[src/rtl/ws2812b_pkg.sv]
`default_nettype none
// +--------------------------------------------------------------------------+
// | Package  : ws2812b_pkg                                                   |
// | Purpose  : Shared constants for the WS2812B pixel feeder: register map,  |
// |            command-entry layout helpers and engine state encoding.       |
// | Entry    : {G[7:0], R[7:0], B[7:0], count[CNT_W-1:0], latch}             |
// | Revision : 1.0  initial release                                          |
// +--------------------------------------------------------------------------+
package ws2812b_pkg;

    // Register map
    localparam logic [3:0] ADDR_G      = 4'h0;
    localparam logic [3:0] ADDR_R      = 4'h1;
    localparam logic [3:0] ADDR_B      = 4'h2;
    localparam logic [3:0] ADDR_CMD    = 4'h3;  // write side
    localparam logic [3:0] ADDR_STATUS = 4'h3;  // read side
    localparam logic [3:0] ADDR_BRIGHT = 4'h4;
    localparam logic [3:0] ADDR_CLR    = 4'hF;

    localparam int DEF_CNT_W = 7;

    // Entry field offsets (LSB first)
    localparam int OFF_LATCH = 0;
    localparam int OFF_CNT   = 1;

    function automatic int entry_w(input int cnt_w);
        return 24 + cnt_w + 1;
    endfunction

    function automatic int off_rgb(input int cnt_w);
        return cnt_w + 1;
    endfunction

    localparam int ENTRY_W = entry_w(DEF_CNT_W);

    typedef enum logic [1:0] {
        ST_IDLE = 2'd0,
        ST_LOAD = 2'd1,
        ST_SEND = 2'd2
    } state_t;

endpackage
`default_nettype wire

[src/rtl/ws2812b_cmd_fifo.sv]
`default_nettype none
// +--------------------------------------------------------------------------+
// | Module   : ws2812b_cmd_fifo                                              |
// | Purpose  : Synchronous command FIFO, asynchronous active-low reset.      |
// |            rdata presents the head entry whenever empty is low.          |
// |            A push into a full FIFO is accepted only when a pop happens   |
// |            in the same cycle.                                            |
// | Ports    : clk, rst_n, push, pop, wdata -> rdata, full, empty, level     |
// | Revision : 1.0  initial release                                          |
// +--------------------------------------------------------------------------+
module ws2812b_cmd_fifo #(
    parameter int DEPTH = 4,
    parameter int WIDTH = 32
) (
    input  logic                         clk,
    input  logic                         rst_n,
    input  logic                         push,
    input  logic                         pop,
    input  logic [WIDTH-1:0]             wdata,
    output logic [WIDTH-1:0]             rdata,
    output logic                         full,
    output logic                         empty,
    output logic [$clog2(DEPTH+1)-1:0]   level
);
    localparam int PTR_W = $clog2(DEPTH);
    localparam int LVL_W = $clog2(DEPTH + 1);

    logic [WIDTH-1:0] mem_q [DEPTH];
    logic [PTR_W-1:0] wr_ptr_q;
    logic [PTR_W-1:0] rd_ptr_q;
    logic [LVL_W-1:0] level_q;
    logic             w_do_pop;
    logic             w_do_push;

    assign empty     = (level_q == '0);
    assign full      = (level_q == LVL_W'(DEPTH));
    assign level     = level_q;
    assign rdata     = mem_q[rd_ptr_q];
    assign w_do_pop  = pop & ~empty;
    assign w_do_push = push & (~full | w_do_pop);

    // Pointers wrap naturally because DEPTH is a power of two.
    always_ff @(posedge clk or negedge rst_n) begin
        if (!rst_n) begin
            for (int i = 0; i < DEPTH; i++) mem_q[i] <= '0;
            wr_ptr_q <= '0;
            rd_ptr_q <= '0;
            level_q  <= '0;
        end else begin
            if (w_do_push) begin
                mem_q[wr_ptr_q] <= wdata;
                wr_ptr_q        <= wr_ptr_q + PTR_W'(1);
            end
            if (w_do_pop) begin
                rd_ptr_q <= rd_ptr_q + PTR_W'(1);
            end
            if (w_do_push && !w_do_pop) begin
                level_q <= level_q + LVL_W'(1);
            end else if (w_do_pop && !w_do_push) begin
                level_q <= level_q - LVL_W'(1);
            end
        end
    end

endmodule
`default_nettype wire

[src/rtl/ws2812b_pixel_feeder.sv]
`default_nettype none
// +--------------------------------------------------------------------------+
// | Module   : ws2812b_pixel_feeder                                          |
// | Purpose  : Assembles byte-wide register writes into GRB pixel commands,  |
// |            queues them, and replays each as count+1 pixels over a        |
// |            valid/ready handshake to the WS2812B serializer.              |
// | Ports    : clk, rst_n, address[3:0], data_in[7:0], data_write           |
// |            -> data_out[7:0]; pix_data[23:0], pix_valid, pix_latch        |
// |            <- pix_ready                                                  |
// | Options  : WS2812B_FEED_BRIGHTNESS_EN adds BRIGHT register (addr 4) and  |
// |            scales each channel when a command is loaded.                 |
// | Revision : 1.0  initial release                                          |
// +--------------------------------------------------------------------------+
module ws2812b_pixel_feeder
    import ws2812b_pkg::*;
#(
    parameter int FIFO_DEPTH = 4,
    parameter int CNT_W      = DEF_CNT_W
) (
    input  logic        clk,
    input  logic        rst_n,
    input  logic [3:0]  address,
    input  logic [7:0]  data_in,
    input  logic        data_write,
    output logic [7:0]  data_out,
    output logic [23:0] pix_data,
    output logic        pix_valid,
    output logic        pix_latch,
    input  logic        pix_ready
);
    localparam int EW      = entry_w(CNT_W);
    localparam int RGB_OFF = off_rgb(CNT_W);
    localparam int LVL_W   = $clog2(FIFO_DEPTH + 1);

    logic [7:0]       g_q, r_q, b_q;
    logic             ovf_q;
    state_t           state_q;
    logic [EW-1:0]    entry_q;
    logic [CNT_W-1:0] remain_q;
    logic             cur_latch_q;
    logic [23:0]      pix_data_q;
    logic             pix_valid_q;
    logic             pix_latch_q;

    logic             w_cmd_wr;
    logic             w_pop;
    logic             w_drop;
    logic             w_full;
    logic             w_empty;
    logic [LVL_W-1:0] w_level;
    logic [31:0]      w_level32;
    logic [2:0]       w_level_sat;
    logic [EW-1:0]    w_wdata;
    logic [EW-1:0]    w_rdata;
    logic [23:0]      w_load_rgb;
    logic [7:0]       w_ent_g, w_ent_r, w_ent_b;

    assign w_cmd_wr = data_write & (address == ADDR_CMD);
    // Pop when the engine is ready for the next command: idle, or finishing
    // the last pixel of the current one.
    assign w_pop    = ~w_empty &
                      ((state_q == ST_IDLE) |
                       ((state_q == ST_SEND) & pix_ready & (remain_q == '0)));
    assign w_drop   = w_cmd_wr & w_full & ~w_pop;
    assign w_wdata  = {g_q, r_q, b_q, data_in[CNT_W-1:0], data_in[7]};

    ws2812b_cmd_fifo #(
        .DEPTH (FIFO_DEPTH),
        .WIDTH (EW)
    ) u_fifo (
        .clk   (clk),
        .rst_n (rst_n),
        .push  (w_cmd_wr),
        .pop   (w_pop),
        .wdata (w_wdata),
        .rdata (w_rdata),
        .full  (w_full),
        .empty (w_empty),
        .level (w_level)
    );

    assign w_ent_g = entry_q[RGB_OFF+16 +: 8];
    assign w_ent_r = entry_q[RGB_OFF+8  +: 8];
    assign w_ent_b = entry_q[RGB_OFF    +: 8];

`ifdef WS2812B_FEED_BRIGHTNESS_EN
    logic [7:0] bright_q;

    // c * (BRIGHT+1) fits in 16 bits; the top byte is the scaled channel.
    function automatic logic [7:0] scale(input logic [7:0] c, input logic [7:0] b);
        logic [15:0] p;
        p = {8'h00, c} * ({8'h00, b} + 16'd1);
        return p[15:8];
    endfunction

    assign w_load_rgb = {scale(w_ent_g, bright_q),
                         scale(w_ent_r, bright_q),
                         scale(w_ent_b, bright_q)};

    always_ff @(posedge clk or negedge rst_n) begin
        if (!rst_n) begin
            bright_q <= 8'hFF;
        end else if (data_write && address == ADDR_BRIGHT) begin
            bright_q <= data_in;
        end
    end
`else
    assign w_load_rgb = {w_ent_g, w_ent_r, w_ent_b};
`endif

    // Staging registers and sticky overflow
    always_ff @(posedge clk or negedge rst_n) begin
        if (!rst_n) begin
            g_q   <= '0;
            r_q   <= '0;
            b_q   <= '0;
            ovf_q <= 1'b0;
        end else begin
            if (data_write && address == ADDR_G) g_q <= data_in;
            if (data_write && address == ADDR_R) r_q <= data_in;
            if (data_write && address == ADDR_B) b_q <= data_in;
            if (w_drop) begin
                ovf_q <= 1'b1;
            end else if (data_write && address == ADDR_CLR && data_in[0]) begin
                ovf_q <= 1'b0;
            end
        end
    end

    // Engine: the popped head is parked in entry_q, then LOAD turns it into
    // the registered pixel outputs so they never glitch during a stall.
    always_ff @(posedge clk or negedge rst_n) begin
        if (!rst_n) begin
            state_q     <= ST_IDLE;
            entry_q     <= '0;
            remain_q    <= '0;
            cur_latch_q <= 1'b0;
            pix_data_q  <= '0;
            pix_valid_q <= 1'b0;
            pix_latch_q <= 1'b0;
        end else begin
            if (w_pop) entry_q <= w_rdata;
            case (state_q)
                ST_IDLE: begin
                    pix_valid_q <= 1'b0;
                    pix_latch_q <= 1'b0;
                    if (!w_empty) state_q <= ST_LOAD;
                end
                ST_LOAD: begin
                    pix_data_q  <= w_load_rgb;
                    remain_q    <= entry_q[OFF_CNT +: CNT_W];
                    cur_latch_q <= entry_q[OFF_LATCH];
                    pix_latch_q <= entry_q[OFF_LATCH] & (entry_q[OFF_CNT +: CNT_W] == '0);
                    pix_valid_q <= 1'b1;
                    state_q     <= ST_SEND;
                end
                ST_SEND: begin
                    if (pix_ready) begin
                        if (remain_q != '0) begin
                            remain_q    <= remain_q - CNT_W'(1);
                            pix_latch_q <= cur_latch_q & (remain_q == CNT_W'(1));
                        end else begin
                            pix_valid_q <= 1'b0;
                            pix_latch_q <= 1'b0;
                            state_q     <= w_empty ? ST_IDLE : ST_LOAD;
                        end
                    end
                end
                default: begin
                    state_q     <= ST_IDLE;
                    pix_valid_q <= 1'b0;
                    pix_latch_q <= 1'b0;
                end
            endcase
        end
    end

    assign pix_data  = pix_data_q;
    assign pix_valid = pix_valid_q;
    assign pix_latch = pix_latch_q;

    assign w_level32   = 32'(w_level);
    assign w_level_sat = (w_level32 > 32'd7) ? 3'd7 : w_level32[2:0];

    always_comb begin
        data_out = 8'h00;
        case (address)
            ADDR_G:      data_out = g_q;
            ADDR_R:      data_out = r_q;
            ADDR_B:      data_out = b_q;
            ADDR_STATUS: data_out = {ovf_q, w_full, w_empty,
                                     (state_q != ST_IDLE) | ~w_empty,
                                     1'b0, w_level_sat};
`ifdef WS2812B_FEED_BRIGHTNESS_EN
            ADDR_BRIGHT: data_out = bright_q;
`endif
            default:     data_out = 8'h00;
        endcase
    end

endmodule
`default_nettype wire

[config.mk]
export PLATFORM = sky130hd
export DESIGN_NAME = ws2812b_pixel_feeder
export DESIGN_NICKNAME = d
export VERILOG_FILES = /design/src/rtl/ws2812b_pkg.sv /design/src/rtl/ws2812b_cmd_fifo.sv /design/src/rtl/ws2812b_pixel_feeder.sv
export SDC_FILE = /design/constraint.sdc
export NUM_CORES = 1
export LEC_CHECK = 0
export ABC_CLOCK_PERIOD_IN_PS = 4150
export BUFFER_PORTS_ARGS = -buffer_cell sky130_fd_sc_hd__buf_2
export CELL_PAD_IN_SITES_DETAIL_PLACEMENT = 1
export CELL_PAD_IN_SITES_GLOBAL_PLACEMENT = 1
export CORE_ASPECT_RATIO = 0.9
export CORE_UTILIZATION = 57
export CTS_CLUSTER_SIZE = 40
export DETAILED_ROUTE_END_ITERATION = 16
export PLACE_DENSITY = 0.84
export SYNTH_ARGS = -nofsm -noshare
export SYNTH_HDL_FRONTEND = slang
export SYNTH_SLANG_ARGS = --single-unit
[constraint.sdc]
create_clock -name clk -period 4.15 [get_ports clk]
set_clock_uncertainty 0.15 [all_clocks]
set_input_delay 0.6225 -clock clk [delete_from_list [all_inputs] [get_ports clk]]
set_output_delay 0.6225 -clock clk [all_outputs]
set_load 0.005 [all_outputs]
==> summary.md <==
| Metric | Value |
|---|---|
| First-pass DRT Iterations | 5 |
| Critical path required time | 3.38 ns |
| Post-Synthesis Cells | 641 |
| Detail-routed net length per standard cell | 26.7 um |
| Worst-skew pair later-pin latency | 0.51 ns |
| Die height | 132 um |
| Pins over their slew limit | 0 |
| Syn Area/Cell | 16.7 um2 |
| Clk slew on worst S/H paths | 0.06 ns |
| Shortest period the worst path allows | 3.61 ns |
| Leakage | 5.61 nW |
| Final hold violations | 0 |
| Setup TNS | 0 ns |
| Arrival time worst endpoint | 2.84 ns |
| Status | finished, final reports clean |
| Final period util | 87.0% |
| CTS Root Cell | clkbuf_16 |
| PortBufs | 49 |
| Initial DRC Count | 273 |
| CTS sink count | 228 |
| Top_reg_cell synth | dfrtp_1 |
| Cell Pwr Density | 688 mW/mm2 |
| Post-Syn Area | 0.0107 mm2 |
| Setup violations, final | 0 |
| Die width | 147 um |
| Pin count of the biggest net entering global routing | 101 |
| GR Overflow Total | 0 |
| First-pass GRT wire length | 40800 um |
| Maximum VDD drop | 491 uV |
| Worst-path fanout max | 6 |
| Tot GR Track Use | 27.8% |
| RSZ-0062 raised after global routing | false |
| IO Count | 50 |
| EDFF count, synth | 0 |
| Vias | 5822 |
| Core footprint | 0.0184 mm2 |
| CTS Hold Bufs | 0 |
| Max Cap Viol | 0 |
| DP Wirelength | 15900 um |
| Placed cell count | 908 |
| Syn nets | 670 |
| Number of global-route vias before repair | 6702 |
| Crit Path Class | register to primary output |
| Inserted Diodes | 0 |
| Fin cells | 951 |
| Final routed DRC violation total | 0 |
| Synth warnings | 0 |
| Post-CTS Resized | 0 |
| GP Congestion | 0.808 |
| Max transition margin | 7.30% |
| Row cnt | 47 |
| CTS Buf Count | 25 |
| DR vias/cell | 6.12 |
| Launching element type of the critical path | register |
| Netlist cell types | 52 |
| Antenna-violating nets left | 0 |
| Routed wire length | 25400 um |
| H-Tree Depth | 1 |
| Leading cell type in the layout, fill and taps excluded | dfrtp_1 |
| Flops & latches, synth | 228 |
| Share of layout cells above drive strength 1 | 51.0% |
| Highest clock rate | 0.277 GHz |
| Starting Density | 58.2% |
| Clk buf depth | 3 |
| Commonest non-fill, non-tap cells in the layout | 226 x dfrtp_1, 120 x mux2_4, 95 x mux2_2 |
| Setup repair bufs after CTS | 0 |
| Die Area | 0.0194 mm2 |
| Area Growth Syn to Fin | 9.77% |
| Worst slew pin tran | 1.38 ns |
| Seq/Total Area, Yosys | 53.2% |
| Hold Crit Class | input pin to async pin |
| Worst setup EP type | primary output |
| Antenna violations before repair | 0 |
| TritonCTS clock tree | built |
| Asr flop ratio synth | 100% |
| Nets | 719 |
kinds of logic (layout without fill, tap and decap cells):
| logic type | after synthesis | after routing | share of synthesized area [%] |
|---|---|---|---|
| and+or+nand+nor | 56 | 56 | 3.70 |
| xor gates and xnor gates | 6 | 6 | 0.490 |
| buffers and inverters | 51 | 116 | 3.81 |
| AOI/OAI and AO/OA | 33 | 33 | 2.30 |
| muxes | 254 | 254 | 34.9 |
| adders and majority gates | 13 | 13 | 1.59 |
| DFF | 228 | 228 | 53.2 |
report_power, final:
group	switching, W	internal, W	total [W]
clock	0.000861	0.00121	0.00207
combinational	0.000974	0.00142	0.00239
sequential	0.000714	0.00292	0.00363
synthesized netlist by cell type (3+ instances only):
cell type	count	area share (%)
buf_1	5	0.18
nand4b_1	3	0.25
mux4_2	38	8.0
o22a_1	4	0.33
inv_1	17	0.60
clkbuf_1	11	0.39
a21oi_1	6	0.28
nand2_1	3	0.11
mux2_2	95	10
buf_12	12	2.2
and2_1	6	0.35
a31oi_1	5	0.29
xor2_1	4	0.33
nor2_8	4	0.75
nor3_1	3	0.14
mux2_4	120	17
buf_4	3	0.21
dfrtp_1	228	53
ha_1	12	1.4
o21ai_0	6	0.28
nand3_1	6	0.28
nor2_1	14	0.49
layout make-up:
type,count,area (um2)
Multi-Input combinational cell,362,4600
Tap cell,245,307
Sequential cell,228,5710
Clock inverter,4,23.8
Inverter,17,63.8
Clock buffer,39,738
Timing Repair Buffer,56,320
Fill cell,1615,6640
per-layer routing:
| layer | routed length [um] | track usage, % | vias up |
|---|---|---|---|
| li1 | - | - | 2442 |
| met3 | 1020 | 4.33 | 53 |
| met5 | 0 | 0 | - |
| met1 | 10900 | 38.2 | 3164 |
| met4 | 686 | 8.56 | 0 |
| met2 | 12700 | 46.0 | 163 |
critical path, cell delays in order (launching register included):
cell and delay (ns):
dfrtp_1 0.43, nor3_1 1.10, mux4_2 0.48, and2_1 0.17
buf_2 0.14
stage by stage:
stage	total power, W	hold slack (ns)	cell area (um2)	setup slack [ns]	util (%)
floorplan	0.00521	0.177	10700	1.33	-
global placement	0.00577	0.334	11000	1.06	59.8
detailed placement	0.00601	0.344	11000	0.959	59.8
CTS	0.00816	0.0417	11800	0.557	63.9
global route	0.00849	0.0731	11800	0.480	63.9
finish	0.00810	0.0199	11800	0.541	63.9
flip-flops by register name (all words and copies together), names as in the netlist:
signal	cells
u_fifo.mem_q	128
b_q	8
g_q	8
pix_latch	1
ovf_q	1
pix_valid	1
u_fifo.level	3
pix_data	24
u_fifo.rd_ptr_q	2
r_q	8
entry_q	32
remain_q	7
u_fifo.wr_ptr_q	2
cur_latch_q	1
state_q	2
path summary, 6_finish.rpt:
check | startpoint | end | slack [ns] | cells past startpoint
hold / removal | rst_n | pix_data[12] | 0.02 | 1
setup / recovery | u_fifo.level[1] | data_out[5] | 0.54 | 4
min in group clk | data_in[6] | u_fifo.mem_q[103] | 0.31 | 2
max in group asynchronous | rst_n | u_fifo.rd_ptr_q[0] | 2.61 | 2
setup reg to reg | state_q[0] | u_fifo.level[2] | 0.92 | 13
hold reg to reg | pix_data[14] | pix_data[14] | 0.35 | 1
(Power assumes the default switching activity.)
